### config.mk
export PLATFORM = sky130hd
export DESIGN_NAME = fifo_ctrl
export DESIGN_NICKNAME = d
export VERILOG_FILES = /design/src/rtl/fifo_ctrl.sv
export SDC_FILE = /design/constraint.sdc
export NUM_CORES = 1
export LEC_CHECK = 0
export CAP_MARGIN = 20
export CORE_MARGIN = 10
export CORE_UTILIZATION = 40
export CTS_CLUSTER_SIZE = 28
export DETAILED_ROUTE_END_ITERATION = 6
export PLACE_DENSITY_LB_ADDON = 0.15
export SYNTH_ARGS = -nofsm -noshare
export SYNTH_HDL_FRONTEND = slang
export SYNTH_SLANG_ARGS = --single-unit
### constraint.sdc
create_clock -name clk -period 8.5 [get_ports clk]
set_input_delay 1.275 -clock clk [delete_from_list [all_inputs] [get_ports clk]]
set_output_delay 1.275 -clock clk [all_outputs]
set_load 0.01 [all_outputs]
### src/rtl/fifo_ctrl.sv
// FIFO pointer/flag controller driving an external 1-cycle-latency memory.
// Optional almost_full/almost_empty flags are built when ALMOST_FLAGS_EN is defined.
module fifo_ctrl #(
    parameter int DATA_BITS = 8,
    parameter int ADDR_BITS = 6,
    parameter int AF_TH     = (2 ** ADDR_BITS) - 4,
    parameter int AE_TH     = 4
) (
    input  logic                 clk,
    input  logic                 reset,
    input  logic                 push,
    input  logic                 pop,
    output logic                 write,
    output logic [ADDR_BITS-1:0] addr_write,
    output logic                 read,
    output logic [ADDR_BITS-1:0] addr_read,
    output logic                 data_valid,
    output logic                 full,
    output logic                 empty,
    output logic [ADDR_BITS:0]   count,
`ifdef ALMOST_FLAGS_EN
    output logic                 almost_full,
    output logic                 almost_empty,
`endif
    output logic                 overflow,
    output logic                 underflow
);

    localparam logic [1:0] S_EMPTY  = 2'd0;
    localparam logic [1:0] S_NORMAL = 2'd1;
    localparam logic [1:0] S_FULL   = 2'd2;

    localparam logic [ADDR_BITS:0] DEPTH_CNT = {1'b1, {ADDR_BITS{1'b0}}};

    logic [ADDR_BITS:0] wr_ptr_q, wr_ptr_d;
    logic [ADDR_BITS:0] rd_ptr_q, rd_ptr_d;
    logic [ADDR_BITS:0] count_d;
    logic [1:0]         state_q, state_d;
    logic               data_valid_q, data_valid_d;
    logic               overflow_q, overflow_d;
    logic               underflow_q, underflow_d;

    assign full       = (state_q == S_FULL);
    assign empty      = (state_q == S_EMPTY);
    assign count      = wr_ptr_q - rd_ptr_q;
    assign addr_write = wr_ptr_q[ADDR_BITS-1:0];
    assign addr_read  = rd_ptr_q[ADDR_BITS-1:0];
    assign data_valid = data_valid_q;
    assign overflow   = overflow_q;
    assign underflow  = underflow_q;

    // Acceptance uses only registered flags, so a pop never frees room for a same-cycle push.
    always_comb begin
        write        = push & ~full & ~reset;
        read         = pop & ~empty & ~reset;
        wr_ptr_d     = wr_ptr_q + {{ADDR_BITS{1'b0}}, write};
        rd_ptr_d     = rd_ptr_q + {{ADDR_BITS{1'b0}}, read};
        count_d      = wr_ptr_d - rd_ptr_d;
        data_valid_d = read;
        overflow_d   = push & full;
        underflow_d  = pop & empty;
        state_d      = state_q;
        case (state_q)
            S_EMPTY: begin
                if (write && !read) state_d = S_NORMAL;
            end
            S_NORMAL: begin
                if (count_d == '0)            state_d = S_EMPTY;
                else if (count_d == DEPTH_CNT) state_d = S_FULL;
            end
            S_FULL: begin
                if (read) state_d = S_NORMAL;
            end
            default: state_d = S_EMPTY;
        endcase
    end

    always_ff @(posedge clk) begin
        if (reset) begin
            wr_ptr_q     <= '0;
            rd_ptr_q     <= '0;
            state_q      <= S_EMPTY;
            data_valid_q <= 1'b0;
            overflow_q   <= 1'b0;
            underflow_q  <= 1'b0;
        end else begin
            wr_ptr_q     <= wr_ptr_d;
            rd_ptr_q     <= rd_ptr_d;
            state_q      <= state_d;
            data_valid_q <= data_valid_d;
            overflow_q   <= overflow_d;
            underflow_q  <= underflow_d;
        end
    end

`ifdef ALMOST_FLAGS_EN
    localparam logic [ADDR_BITS:0] AF_LVL = AF_TH[ADDR_BITS:0];
    localparam logic [ADDR_BITS:0] AE_LVL = AE_TH[ADDR_BITS:0];

    logic almost_full_q, almost_full_d;
    logic almost_empty_q, almost_empty_d;

    always_comb begin
        almost_full_d  = (count_d >= AF_LVL);
        almost_empty_d = (count_d <= AE_LVL);
    end

    always_ff @(posedge clk) begin
        if (reset) begin
            almost_full_q  <= 1'b0;
            almost_empty_q <= 1'b1;
        end else begin
            almost_full_q  <= almost_full_d;
            almost_empty_q <= almost_empty_d;
        end
    end

    assign almost_full  = almost_full_q;
    assign almost_empty = almost_empty_q;
`endif

endmodule

* Yosys cells after proc, flatten, opt, wreduce, memory -nomap -nowiden
Cells that the tools add are included.
** Word-level totals
- Bits in registers :: 19
- Bits of input ports :: 4
- Output and inout port bits :: 26
- Logic and storage cells :: 35
** Cells by class
- Add/subtract/negate cells :: 4
- Equality and inequality tests :: 6
- Muxes and demuxes :: 5
- Bitwise logic cells :: 9
- Reduce and logical (&&, ||, !) cells :: 5
** Operators by type and width (number)
- adder 7 x 1 -> 7 bit :: 2
- subtractor 7 bit :: 2
- two-way mux 2 bit :: 4
- equality test 7 bit, second input constant :: 1
- logical NOT 7 bit :: 1
- AND 1 bit :: 6
- one-hot mux 2 bit (3 select lines) :: 1
- != test 3 bit, second input constant :: 1
- inverter 1 bit :: 3
- AND reduction 3 bit :: 1
- equality test 2 x 1 -> 1 bit, second input constant :: 1
- equality test 2 bit, second input constant :: 1
- logical NOT 2 bit :: 1
- != test 2 x 1 -> 1 bit, second input constant :: 1
- != test 2 bit, second input constant :: 1
- logical AND 1 bit :: 1
- logical NOT 1 bit :: 1

* Logic depth before layout (Yosys ltp)
Gate-level depths: netlist of run 1.
- Depth in word-level cells :: 10
- Mapped depth :: 13
- Mapped depth without buffers :: 13

* Worst setup path after synthesis of run 1
Ideal clock, no wire load.
- Path type :: in2reg
- From :: input port reset
- To :: register state_q[1]
- Setup time :: 0.096 ns
- Arrival :: 3.763 ns
- Data required time :: 8.404 ns
- Path slack :: 4.641 ns
- Stages on the path :: 13
- Buffers on the path :: 1
- Cells stage by stage :: clkbuf_1 nand2b_1 nor2_1 ha_1 ha_1 inv_1 ha_1 nor2b_2 o211ai_1 o21ai_2 o41ai_2 xnor2_1 o41ai_2
** Between the ends
- Word-level cells in the longest chain between the ends :: 7
- Elaborated cells on any way between the ends :: 16
- Classes of those cells :: add/sub (3); eq/ne (4); mux (2); bitwise (3); reduce/logical (4)
** RTL lines
- start, declared :: line 10 : input logic reset,
- inverter 1 bit (*) :: line 55 : read = pop & ~empty & ~reset;
- AND 1 bit (*) :: line 55
- net read :: line 15 : output logic read,
- adder 7 x 1 -> 7 bit (*) :: line 57 : rd_ptr_d = rd_ptr_q + {{ADDR_BITS{1'b0}}, read};
- net rd_ptr_d[1] :: line 36 : logic [ADDR_BITS:0] rd_ptr_q, rd_ptr_d;
- subtractor 7 bit (*) :: line 58 : count_d = wr_ptr_d - rd_ptr_d;
- equality test 7 bit or logical NOT 7 bit (tied branches) :: line 69, 68
- != test 3 bit (no line) or two-way mux 2 bit (tied branches)
- AND reduction 3 bit (no line) or one-hot mux 2 bit (3 select lines) (tied branches)
- end signal, assigned :: line 89 : state_q <= state_d;
- end, declared :: line 38 : logic [1:0] state_q, state_d;
Mark *: on every way through the listed nets, which the timed path passes. The rest lies on a longest branch.
A chain may end at the register's enable or synchronous reset.

* Worst setup path after layout of run 1
- From :: input port reset
- To :: output port write
** Between the ends
- Word-level cells in the longest chain between the ends :: 2
** RTL lines
- inverter 1 bit :: line 54 : write = push & ~full & ~reset;
- AND 1 bit :: line 54
- end, declared :: line 13 : output logic write,
Every way passes these cells.

==> results of run 1 <==
==> worst reg2reg max path: cells and delay by family (launching register included) <==
kind | cells | cell delay [ns]
buffers and inverters | 1 | 0.06
AND/OR/NAND/NOR | 4 | 0.73
multiplexers | 1 | 0.22
flip-flops | 1 | 0.40
adder cells (fa/ha/maj) | 3 | 0.75
AO/OA/AOI/OAI | 3 | 0.73
==> sequential cells by signal, summed over array words and instances, names as in the netlist <==
signal,flops
overflow,1
wr_ptr_q,7
underflow,1
state_q,2
rd_ptr_q,7
data_valid,1
==> stage by stage <==
step	area (µm²)	std cells	hold slack [ns]
after floorplan	1330	151	0.453
after global placement	1580	210	0.494
after detailed placement	1580	210	0.492
after CTS	1610	214	0.511
after global routing	1610	214	0.542
final	1610	214	0.511
==> Yosys cell counts <==
library cell / count
dfxtp_1: 19
a41o_1: 1
clkbuf_1: 2
nand3_1: 7
buf_4: 12
o41ai_2: 2
o21ai_0: 3
nand2_1: 3
or2_2: 1
or3_1: 1
nor3_1: 2
nand2b_2: 1
o211ai_1: 2
a21boi_0: 1
o22ai_1: 1
nor2b_2: 1
nor3_4: 1
and3_1: 2
a21o_1: 2
xor2_1: 6
inv_1: 13
fa_1: 1
nor2b_1: 8
o21ai_2: 1
mux2i_1: 2
a21oi_1: 4
nor2_1: 16
nand4_1: 1
nand2b_1: 6
xnor2_1: 13
ha_1: 16
==> layer usage <==
| layer | part of all wire (%) | track usage [%] | wire (µm) |
|---|---|---|---|
| met5 | 0 | 0 | 0 |
| met4 | 0.79 | 2.19 | 21 |
| met3 | 5.1 | 2.53 | 137 |
| met2 | 49 | 15.8 | 1300 |
| met1 | 45 | 9.86 | 1210 |
==> cells by family after synthesis <==
family	after synthesis
AOI/OAI and AO/OA	17
xor gates and xnor gates	19
adders and majority gates	17
buffers and inverters	27
DFF	19
muxes	2
and+or+nand+nor	50
==> power breakdown <==
| group | switching (µW) | internal [µW] |
|---|---|---|
| clock | 28.1 | 18.3 |
| combinational | 20.6 | 23.0 |
| sequential | 2.05 | 91.3 |
| total | 50.7 | 133 |
==> worst max path at each step <==
stage | from | endpoint | slack [ns] | cells after the start
floorplan | reset | state_q[1] | 4.64 | 13
global placement | reset | state_q[1] | 3.88 | 12
detailed placement | reset | state_q[1] | 3.74 | 12
CTS | reset | write | 4.00 | 4
global route | reset | state_q[1] | 3.81 | 12
finish | reset | write | 4.05 | 4
==> final cells by class <==
| type | instances | area share [%] |
|---|---|---|
| clock buffer | 4 | 1.64 |
| multi-input combinational | 105 | 50.2 |
| sequential | 19 | 23.7 |
| inverter | 13 | 3.04 |
| timing repair buffer | 29 | 18.1 |
| tap | 44 | 3.43 |
==> impl_metrics.yaml, run 1 <==
status:
  outcome: "completed"
detailed_routing:
  drcViolationCount: 0
  drtIter0Drc: 25
  vias_per_cell: 4.68
  first_pass_iters: 2
  wl_um: 2670
  vias: 1001
  avgRoutedWirePerCell_um: 12.5
  drtAntennaViolNets: 0
critical_path:
  cp-end-kind: "output pin"
  crit_family: "buffers and inverters"
  regToRegSetupSlack_ns: 5.53
  worstPathRequired_ns: 7.22
  cp_slowest_cell: "clkdlybuf4s50_1"
  path_max_fanout: 19
  arrival_ns: 3.18
  crit_path_start_kind: "input pin"
  worstSetupPathType: "in -> out"
  reg2regPathDepth: 12
  slowest_delay_ns: 0.73
  cp_common_cell: "clkdlybuf4s50_1"
  crit_chain: "clkdlybuf4s50_1 > nand2b_1 > nor2_1 > clkdlybuf4s50_1"
  path_buf_inv: 2
  reg2reg_from: "state_q[0]"
  r2r-end: "state_q[1]"
cts:
  cts_setup_buffers: 0
  cts.repair.resized: 0
  htreeDepth: 1
  cts_root_buffer: "clkbuf_4"
  cts_tree: "yes"
  clkTransAtPathRegs_ns: 0.11
  hold_buffers: 0
  numCtsBuffers: 3
  cts_buffer_depth: 2
  clock-sinks: 19
  clock_latency_ns: 0.30
hold_path:
  hold_depth: 1
  hold_path_end: "underflow"
  hp-start: "state_q[0]"
  min_path_type: "reg -> reg"
floorplanning:
  die_x_um: 77.7
  die_y_um: 77.7
  ioPinCount: 30
  die_area_um2: 6040
  core_um2: 3130
  initial_core_util_pct: 42.6
  core.rowCount: 20
placed_design:
  post-place-ws_ns: 3.74
  dp_hpwl_um: 2310
  gp_congestion: 0.749
  port_buffers: 29
yosys:
  synth-compound-area-share_pct: 9.77
  syn_inst: 151
  netlist_top_cells_area: "dfxtp_1, ha_1, xnor2_1"
  yosys_warnings: 0
  synth_mux_area_share_pct: 1.50
  synth_cell_types: 31
  synth_fa_ha_area_share_pct: 16.5
  yosysSeqAreaShare_pct: 28.5
  syn-cell-area_um2: 1330
  synth_top_family_by_area: "simple AND/OR/NAND/NOR gates"
  synth_xor_area_share_pct: 12.5
  yosysTopAreaCell: "dfxtp_1"
  synth.ff_latch_count: 19
  synthSimpleGateAreaFrac_pct: 20.2
  yosysTopAreaCellShare_pct: 28.5
  avgSynthCellArea_um2: 8.82
  syn_nets: 172
finish:
  final_common_cell: "clkdlybuf4s50_1"
  finalNetCount: 192
  multi_input_area_um2: 806
  num_antenna_cells: 0
  final_util_pct: 51.4
  final_cell_mix: "clkdlybuf4s50_1, dfxtp_1, nor2_1, ha_1"
  areaGrowthSynthToFinish_pct: 20.6
  drive_gt1_share_pct: 5.88
  n_fill_cell: 317
  seq_area_um2: 380
flow_run:
  cap_violations: 0
grt:
  track_usage_pct: 8.77
  grt_pass1_wl_um: 4470
  grt_pass1_vias: 997
  overflow: 0
  antenna_found_initial: 0
  grt_max_degree: 20
timing:
  period_minus_slack_ns: 4.45
  fin_ws_ns: 4.05
  finClkSkew_ns: 0.00209
  timing.final.crit_share_pct: 52.4
  worstMarginPinSlew_ns: 0.630
  finalSetupTns_ns: 0
  finalSetupViolCount: 0
  max_slew_margin_pct: 57.9
  hold_viol: 0
  clock.fmax_mhz: 225
  rsz0062_at_grt: "false"
  drv_slew: 0
pwr:
  total_power_uw: 183
  p_per_area_nw_per_um2: 114
  max-vdd-ir-drop_v: 0.0000654
  power.leakage_uw: 0.000646
No activity file was read; power rests on OpenSTA's default activity.
==> run 2, diff against run 1 <==
- clock period: 8.5 -> 4.06 ns (I/O delays scaled with it)
==> run 2 against run 1 <==
Against the previous run: non-clock buffer count increased by 1; via count grew 1.6%; die area unchanged; clock power is 110% higher; first-iteration DRC count up 12%; highest routed layer unchanged; sequential share of layout area decreased by 0.11 points; global-route usage up 0.70 points; count of clock-buffer cells in the layout did not move.
==> impl_metrics.yaml, run 2 (synthesis results as in run 1) <==
timing:
  rsz0062_at_grt: "false"
  finClkSkew_ns: 0.00527
  finalSetupViolCount: 0
  timing.final.crit_share_pct: 82.9
  finalSetupTns_ns: 0
  drv_slew: 0
  period_minus_slack_ns: 3.37
  hold_viol: 0
  fin_ws_ns: 0.693
  clock.fmax_mhz: 297
  max_slew_margin_pct: 67.8
  worstMarginPinSlew_ns: 0.479
pwr:
  max-vdd-ir-drop_v: 0.000129
  total_power_uw: 387
  p_per_area_nw_per_um2: 240
  power.leakage_uw: 0.000651
detailed_routing:
  vias_per_cell: 4.73
  vias: 1017
  drcViolationCount: 0
  drtIter0Drc: 28
  wl_um: 2720
  drtAntennaViolNets: 0
  avgRoutedWirePerCell_um: 12.7
  first_pass_iters: 4
grt:
  grt_pass1_wl_um: 4770
  track_usage_pct: 9.47
  overflow: 0
  antenna_found_initial: 0
  grt_pass1_vias: 1065
  grt_max_degree: 16
finish:
  reg_top3: "rd_ptr_q: 7 flops, wr_ptr_q: 7 flops, state_q: 2 flops"
  n_fill_cell: 300
  areaGrowthSynthToFinish_pct: 21.1
  final_cell_mix: "clkdlybuf4s50_1, dfxtp_1, nor2_1, ha_1"
  finalNetCount: 193
  drive_gt1_share_pct: 6.43
  fin_area_um2: 1610
  num_antenna_cells: 0
  final_common_cell: "clkdlybuf4s50_1"
cts:
  clock-sinks: 19
  cts_buffer_depth: 2
  hold_buffers: 0
  numCtsBuffers: 3
  cts.repair.resized: 0
  cts_root_buffer: "clkbuf_4"
  clock_latency_ns: 0.30
  clkTransAtPathRegs_ns: 0.11
  cts_setup_buffers: 0
  htreeDepth: 1
  cts_tree: "yes"
flow_run:
  cap_violations: 0
critical_path:
  worstSetupPathType: "in -> reg"
  reg2regPathDepth: 12
  crit_path_start_kind: "input pin"
  arrival_ns: 3.57
  path_max_fanout: 5
  r2r-end: "state_q[1]"
  reg2reg_from: "state_q[0]"
  regToRegSetupSlack_ns: 1.06
  cp-end-kind: "flip-flop"
  worstPathRequired_ns: 4.27
hold_path:
  min_path_type: "reg -> reg"
  hold_path_end: "underflow"
  hp-start: "state_q[0]"
  hold_depth: 1
placed_design:
  port_buffers: 29
  placed_area_um2: 1590
  gp_congestion: 0.756
  dp_hpwl_um: 2380
  post-place-ws_ns: 0.386
floorplanning:
  ioPinCount: 30
  core_um2: 3130
  die_x_um: 77.7
  initial_core_util_pct: 42.6
  core.rowCount: 20
  die_y_um: 77.7
  die_area_um2: 6040
status:
  outcome: "completed"
-- run 2: power breakdown --
group / internal, µW / switching [µW]
sequential: 191 / 4.37
clock: 38.2 / 59.8
combinational: 49.2 / 44.3
-- run 2: cell type report --
type	instances	area (µm²)	area share [%]
multi-input combinational	105	806	49.9
sequential	19	380	23.6
clock buffer	4	26.3	1.63
timing repair buffer	30	298	18.4
tap	44	55.1	3.41
inverter	13	48.8	3.02
-- run 2: worst max path at each step --
stage           from          to  slack (ns)  cells past startpoint
2_1_floorplan  reset  state_q[1]        0.87                     13
3_3_place_gp   reset  state_q[1]        0.48                     13
3_5_place_dp   reset  state_q[1]        0.39                     13
4_1_cts        reset  state_q[1]        0.68                     13
5_1_grt        reset  state_q[1]        0.54                     13
6_report       reset  state_q[1]        0.69                     13
-- run 2: routing by layer --
metal | vias to the layer above | share of wire (%) | GRT usage (%) | wire length (µm)
met5 | - | 0 | 0 | 0
met4 | 0 | 1.6 | 3.47 | 44
met3 | 6 | 4.9 | 2.65 | 133
met2 | 20 | 50 | 17.4 | 1370
met1 | 458 | 43 | 9.97 | 1170
li1 | 533 | - | - | -
-- run 2: critical path: stages --
cell and delay, ns:
clkdlybuf4s50_1 0.52, nand2b_1 0.16, nor2_1 0.07, ha_1 0.23, ha_1 0.27, inv_1 0.05, ha_1 0.33, nor2b_2 0.20
o211ai_1 0.30, o211ai_1 0.16, mux2i_1 0.22, nand4_1 0.14, o41ai_2 0.28
-- run 2: metrics by stage --
| stage | util (%) | instances | hold slack [ns] |
|---|---|---|---|
| finish | 51.6 | 215 | 0.509 |
| global route | 51.6 | 215 | 0.554 |
| CTS | 51.6 | 215 | 0.508 |
| detailed placement | 50.8 | 211 | 0.492 |
| global placement | 50.8 | 211 | 0.487 |
| floorplan | - | 151 | 0.453 |
